$ cat config.mk
export PLATFORM = sky130hd
export DESIGN_NAME = iosys_mem_arbiter
export DESIGN_NICKNAME = d
export VERILOG_FILES = /design/src/rtl/iosys_mem_arbiter.sv
export SDC_FILE = /design/constraint.sdc
export NUM_CORES = 1
export LEC_CHECK = 0
export CORE_MARGIN = 5
export CORE_UTILIZATION = 45
export CTS_CLUSTER_SIZE = 12
export DETAILED_ROUTE_END_ITERATION = 6
export PLACE_DENSITY = 0.84
export SLEW_MARGIN = 30
export SYNTH_ARGS = -nofsm -noshare
export SYNTH_HDL_FRONTEND = slang
export SYNTH_SLANG_ARGS = --single-unit
export TNS_END_PERCENT = 50
$ cat constraint.sdc
create_clock -name clk -period 5.1 [get_ports clk]
set_clock_uncertainty 0.15 [all_clocks]
set_input_delay 1.53 -clock clk [delete_from_list [all_inputs] [get_ports clk]]
set_output_delay 1.53 -clock clk [all_outputs]
set_load 0.01 [all_outputs]
$ cat src/rtl/iosys_mem_arbiter.sv
`default_nettype none
// ============================================================================
//  Module      : iosys_mem_arbiter
//  Description : Two-requester arbiter (firmware loader / CPU) onto a single
//                32-bit memory port, with round-robin tie breaking and
//                write protection of the firmware region under fw_lock.
//  Revision    : 1.0 - initial release
// ============================================================================
module iosys_mem_arbiter #(
  parameter logic [22:0] PROT_TOP = 23'h04_0000
) (
  input  logic        clk,
  input  logic        reset,
  input  logic        ld_valid,
  input  logic [22:0] ld_addr,
  input  logic [7:0]  ld_data,
  output logic        ld_ready,
  input  logic        cpu_valid,
  input  logic [22:0] cpu_addr,
  input  logic [31:0] cpu_wdata,
  input  logic [3:0]  cpu_wstrb,
  output logic        cpu_ready,
  output logic [31:0] cpu_rdata,
  input  logic        fw_lock,
  output logic        prot_viol,
  output logic        rv_valid,
  input  logic        rv_ready,
  output logic [22:0] rv_addr,
  output logic [31:0] rv_wdata,
  output logic [3:0]  rv_wstrb,
  input  logic [31:0] rv_rdata,
  output logic        busy
);

  localparam logic [2:0] IDLE      = 3'd0;
  localparam logic [2:0] GRANT_LD  = 3'd1;
  localparam logic [2:0] GRANT_CPU = 3'd2;
  localparam logic [2:0] BLOCK     = 3'd3;
  localparam logic [2:0] DONE      = 3'd4;

  logic [2:0] state;
  // 1 = CPU received the most recent grant, so the loader wins the next tie
  logic       last_grant_cpu;
  logic       cpu_blocked;
  logic       pick_ld;

  // A CPU write into the locked firmware region never reaches memory
  assign cpu_blocked = (cpu_wstrb != 4'b0000) && fw_lock && (cpu_addr < PROT_TOP);
  // Loader is chosen when alone, or on a tie when the CPU was granted last
  assign pick_ld     = ld_valid && (!cpu_valid || last_grant_cpu);
  assign busy        = (state != IDLE);

  // Arbitration FSM; memory request and ready pulses are all registered
  always_ff @(posedge clk) begin
    if (reset) begin
      state          <= IDLE;
      last_grant_cpu <= 1'b1;
      rv_valid       <= 1'b0;
      rv_addr        <= 23'd0;
      rv_wdata       <= 32'd0;
      rv_wstrb       <= 4'd0;
      ld_ready       <= 1'b0;
      cpu_ready      <= 1'b0;
      cpu_rdata      <= 32'd0;
      prot_viol      <= 1'b0;
    end else begin
      ld_ready  <= 1'b0;
      cpu_ready <= 1'b0;
      case (state)
        IDLE: begin
          if (pick_ld) begin
            state          <= GRANT_LD;
            last_grant_cpu <= 1'b0;
            rv_valid       <= 1'b1;
            rv_addr        <= ld_addr;
            rv_wdata       <= {4{ld_data}};
            rv_wstrb       <= 4'b0001 << ld_addr[1:0];
          end else if (cpu_valid) begin
            last_grant_cpu <= 1'b1;
            if (cpu_blocked) begin
              state     <= BLOCK;
              prot_viol <= 1'b1;
            end else begin
              state    <= GRANT_CPU;
              rv_valid <= 1'b1;
              rv_addr  <= {cpu_addr[22:2], 2'b00};
              rv_wdata <= cpu_wdata;
              rv_wstrb <= cpu_wstrb;
            end
          end
        end
        GRANT_LD: begin
          if (rv_ready) begin
            rv_valid <= 1'b0;
            ld_ready <= 1'b1;
            state    <= DONE;
          end
        end
        GRANT_CPU: begin
          if (rv_ready) begin
            rv_valid  <= 1'b0;
            cpu_ready <= 1'b1;
            cpu_rdata <= rv_rdata;
            state     <= DONE;
          end
        end
        BLOCK: begin
          cpu_ready <= 1'b1;
          cpu_rdata <= 32'd0;
          state     <= DONE;
        end
        // DONE gives the requester one cycle to drop valid before re-arbitration
        DONE: begin
          state <= IDLE;
        end
        default: begin
          state    <= IDLE;
          rv_valid <= 1'b0;
        end
      endcase
    end
  end

endmodule
`default_nettype wire

## Word-level counts from Yosys, hierarchy flattened

Cells that the tools add are included.

| cells by class | value |
|---|---|
| magnitude comparators | 1 |
| equality and inequality tests | 9 |
| shifts and indexed selects | 1 |
| muxes and demuxes | 25 |
| bitwise gates (word level) | 3 |
| reduce and logical (&&, ||, !) cells | 19 |

Operator list:

| kind | count |
|---|---|
| $mux 32 | 4 |
| $mux 23 | 3 |
| $pmux 32 s2 | 1 |
| $lt 23x19->1 const B | 1 |
| $mux 4 | 3 |
| $mux 3 | 3 |
| $pmux 3 s3 | 1 |
| $mux 1 | 8 |
| $reduce_and 4->1 | 2 |
| $eq 3x2->1 const B | 2 |
| $ne 3x3->1 const B | 2 |
| $reduce_and 2->1 | 3 |
| $reduce_or 2->1 | 3 |
| $ne 2x1->1 const B | 2 |
| $reduce_bool 2->1 | 2 |
| $reduce_bool 4->1 | 1 |
| $shl 1x2->4 const A | 1 |
| $eq 3x1->1 const B | 1 |
| $eq 3x3->1 const B | 1 |
| $logic_and 1x1->1 | 3 |
| $logic_not 3->1 | 1 |
| $not 1->1 | 3 |
| $pmux 1 s3 | 1 |
| $reduce_and 3->1 | 1 |
| other kinds (5) | 5 |

| storage, ports and cells | value |
|---|---|
| flip-flop bits (word level) | 99 |
| input bits | 128 |
| output and inout port bits | 96 |

## Depth between registers and ports, before layout

| logic depth | value |
|---|---|
| word-level depth | 7 |
| mapped depth | 8 |

## Worst setup path after synthesis

No wires, ideal clock.

| timing path | value |
|---|---|
| path kind | in2reg |
| from | input port cpu_addr[21] |
| to | register rv_addr[10] |
| setup time | 0.072 ns |
| arrival | 3.131 ns |
| data required time | 4.878 ns |
| setup slack | 1.747 ns |
| cell stages on the path | 6 |
| path through | or4_4 nor4b_4 a21o_1 buf_4 buf_6 mux2i_1 |

| between the ends | value |
|---|---|
| cells in the longest elaborated chain, start to end | 4 |

Ends and longest elaborated chain:

| element | line | text |
|---|---|---|
| start: declaration | 19 | `input logic [22:0] cpu_addr,` |
| $lt 23x19->1 | 48 | `assign cpu_blocked = (cpu_wstrb != 4'b0000) && fw_lock && (cpu_addr < PROT_TOP);` |
| $logic_and 1x1->1 | 48 |  |
| $ne 2x1->1 (no source line) | - |  |
| $reduce_and 3->1 (no source line) | - |  |
| end signal: assignment | 75 | `rv_addr <= ld_addr;` |
| end signal: assignment | 86 | `rv_addr <= {cpu_addr[22:2], 2'b00};` |
| end: declaration | 28 | `output logic [22:0] rv_addr,` |

Every way passes these cells.
A chain may end at the register's enable or synchronous reset.

## Worst setup path in the final report

| timing path | value |
|---|---|
| from | input port cpu_valid |
| to | register rv_wdata[13] |

| between the ends | value |
|---|---|
| cells in the longest elaborated chain, start to end | 5 |
| elaborated cells on any way between the ends | 7 |
| classes of those cells | 1 x eq/ne; 1 x mux; 5 x reduce/logical |

Ends and longest elaborated chain:

| element | line | text |
|---|---|---|
| start: declaration | 18 | `input logic cpu_valid,` |
| $logic_not 1->1 | 50 | `assign pick_ld = ld_valid && (!cpu_valid \|\| last_grant_cpu);` |
| $logic_or 1x1->1 | 50 |  |
| $logic_and 1x1->1 | 50 |  |
| $ne 2x1->1 (no source line) or $reduce_bool 2->1 (tied branches) | - |  |
| $reduce_and 3->1 (no source line) | - |  |
| end signal: assignment | 76 | `rv_wdata <= {4{ld_data}};` |
| end signal: assignment | 87 | `rv_wdata <= cpu_wdata;` |
| end: declaration | 29 | `output logic [31:0] rv_wdata,` |

Several ways; a longest one is shown, not always the timed one.

==> metrics.md <==
| Metric | Value |
|---|---|
| Drt wl/cell | about 17 um |
| Type of origin of the critical path | primary input |
| Synthesis-to-layout area growth | 50.7% |
| Crit path DAT | between 3 and 4 ns |
| Final TNS setup | 0 ns |
| Max-slew violation count | 0 |
| Critical path type | in -> reg |
| R2R setup slack | 2.50 ns |
| Mapped cell area | around 0.0049 sq mm |
| Die ar. | approximately 0.013 sq mm |
| Die Ht | 114 um |
| DP Area | 0.00706 sq mm |
| # fillers | 872 |
| Fraction of layout cells with a size suffix above 1 | 0.0491 |
| Pwr dens | 294 mW/mm^2 |
| Status | completed |
| Final WL | between 10000 and 15000 um |
| Drt initial violations | 294 |
| Worst-path clk slew | roughly 0.090 ns |
| Yosys warning count | 0 |
| P_leak | 0.00273 uW |
| Starting density of the core | 0.453 |
| Residual DRC | 0 |
| Hold path cells | 2 |
| CTS tree | done |
| Clock latency on the worst-skew pair | between 0.3 and 0.4 ns |
| Worst slew margin | 0.499 |
| Syn Nets | 695 |
| Fin crit share | 0.769 |
| Antenna violations before repair | 0 |
| Post-cts resize count | 0 |
| Top cell type's share of synthesized area | 0.409 |
| First-pass GRT wire length | between 20000 and 25000 um |
| Hold Buf Count CTS | 0 |
| I/O pins | 224 |
| Final hold vios | 0 |
| Worst Setup End Kind | flip-flop |
| # diodes | 0 |
| MaxCap Viol Count | 0 |
| Layout Cell Area excl Fill | 0.00731 sq mm |
| Total track usage | 0.223 |
| RR Startpoint | last_grant_cpu |
| Post-synthesis sequential area ratio | 0.409 |
| Max Fclk | between 0.2 and 0.3 GHz |
| PortBufs | 221 |
| Antenna-violating nets left | 0 |
| Routed vias | 4834 |
| CTS buffer count | 9 |
| Final-stage net count | around 900 |
| Count of flip-flops with a built-in enable after synthesis | 0 |
| Post-DP HPWL | 10800 um |
| Top_reg_cell synth | dfxtp_1 |
| Async SR Flop Fraction | 0 |
| Crit-path max FO | 38 |
| Post-synthesis cell type count | 36 |
| Largest net degree at the start of global routing | 85 |
| H-tree depth | 3 |
| Post-CTS Repair Setup Buffers | 0 |
| Maximum vdd ir drop | ~210 uV |
| CP Data Required Time | 5.16 ns |
| Worst reg2reg path endpoint | rv_wdata[13] |
| Synth area leaders | dfxtp_1, a21boi_0, a2111oi_0 |
| Hold/Removal Path Class | reg -> reg |
| Synth area leader | dfxtp_1 |
| Final min period | 3.92 ns |
| Fin worst setup slack | roughly 1.2 ns |
| FP Rows | 38 |
| Clock Sinks | 99 |
| Hold EP | cpu_rdata[16] |
| Vias in the first global route | 4835 |
| Root Driver | clkbuf_8 |
| Core ar. | 0.0107 sq mm |
| Worst slew pin tran | approximately 0.75 ns |
| Setup violators final | 0 |
| CTS max path bufs | 2 |
| Gr ovfl total | 0 |
| Place WS | 0.880 ns |
| DRT Pass-1 Iters | 4 |
| Avg Cell Area, Syn | 8.56 sq um |
| RD Place Congestion | 0.904 |
| RSZ-0062 raised after global routing | no |
| Hold Crit Start | cpu_rdata[16] |
| Synth Register Bits | 99 |
| Mapped Cells | 567 |
| Via density | about 5.4 |
| Die Width | 114 um |
| Number of cells on the worst reg-to-reg path | 5 |
[cell families after synthesis]
group / synth area share
compound gates: 0.295
buf+inv: 0.0794
flops: 0.409
mux: 0.0516
simple gates: 0.166
[cells in the mapped netlist, types with 5 or more instances]
cell	number
o21ai_0	6
a21oi_1	34
nand2_1	68
clkbuf_1	50
o21bai_1	26
dfxtp_1	99
a211oi_1	33
nor2_1	7
inv_1	34
buf_2	5
a2111oi_0	33
and3_1	30
a21boi_0	57
mux2i_1	25
nand2b_1	30
[flip-flops by register name, indices dropped and copies added (netlist names), 3 cells and up]
| register | flops |
|---|---|
| rv_addr | 23 |
| state | 3 |
| rv_wstrb | 4 |
| rv_wdata | 32 |
| cpu_rdata | 32 |
[worst max path at each step]
stage	startpoint	end	slack, ns	cells after the start
floorplan	cpu_addr[21]	rv_addr[10]	1.75	6
global placement	cpu_valid	rv_wdata[23]	0.94	6
finish	cpu_valid	rv_wdata[13]	1.18	6
CTS	cpu_valid	rv_wdata[20]	1.26	6
detailed placement	cpu_valid	rv_wdata[20]	0.88	6
global route	cpu_valid	rv_wdata[22]	0.98	6
[layer usage]
metal  track usage  part of all wire  up-vias  routed length [um]
met3        0.0737             0.091       29                1360
li1              -                 -     2381                   -
met2         0.383              0.49      188                7360
met1         0.258              0.39     2236                5870
met5             0                 0        -                   0
met4        0.0800             0.027        0                 402
[stage by stage]
stage / cells / hold slack [ns] / utilization / power [uW]
2_1_floorplan: 567 / 0.276 / - / 1230
3_3_place_gp: 878 / 0.287 / 0.660 / 1530
3_5_place_dp: 878 / 0.295 / 0.660 / 1550
4_1_cts: 894 / 0.309 / 0.683 / 2170
5_1_grt: 894 / 0.323 / 0.683 / 2260
6_report: 894 / 0.309 / 0.683 / 2150
[placed cells by master (no fill, tap or decap), types with 10 or more instances in the layout]
cell | Yosys | final
a211oi_1 | 33 | 33
buf_4 | 1 | 10
dfxtp_1 | 99 | 99
clkdlybuf4s50_1 | 0 | 219
and3_1 | 30 | 30
a21boi_0 | 57 | 57
mux2i_1 | 25 | 25
nand2_1 | 68 | 68
a21oi_1 | 34 | 34
nand2b_1 | 30 | 29
inv_1 | 34 | 34
a2111oi_0 | 33 | 33
clkbuf_8 | 0 | 10
o21bai_1 | 26 | 26
[worst max-delay path, cell delays in order]
cell	delay [ns]
clkdlybuf4s50_1	0.50
nand2b_2	0.49
nand2_1	0.50
buf_4	0.36
a2111oi_0	0.49
a211oi_1	0.11
[power breakdown]
group	leakage, uW	internal (uW)	switching, uW
Combinational	0.00180	339	289
Clock	0.000115	339	274
Sequential	0.000813	858	49.6
[final cells by class]
class | count | area (sq um) | share of cell area
inverter | 34 | 128 | 0.0175
clock buffer | 10 | 138 | 0.0188
timing repair buffer | 231 | 2280 | 0.312
tap | 140 | 175 | 0.0240
sequential | 99 | 1980 | 0.271
multi-input combinational | 374 | 2500 | 0.342
clock inverter | 6 | 113 | 0.0154
No activity file was read; power rests on OpenSTA's default activity.
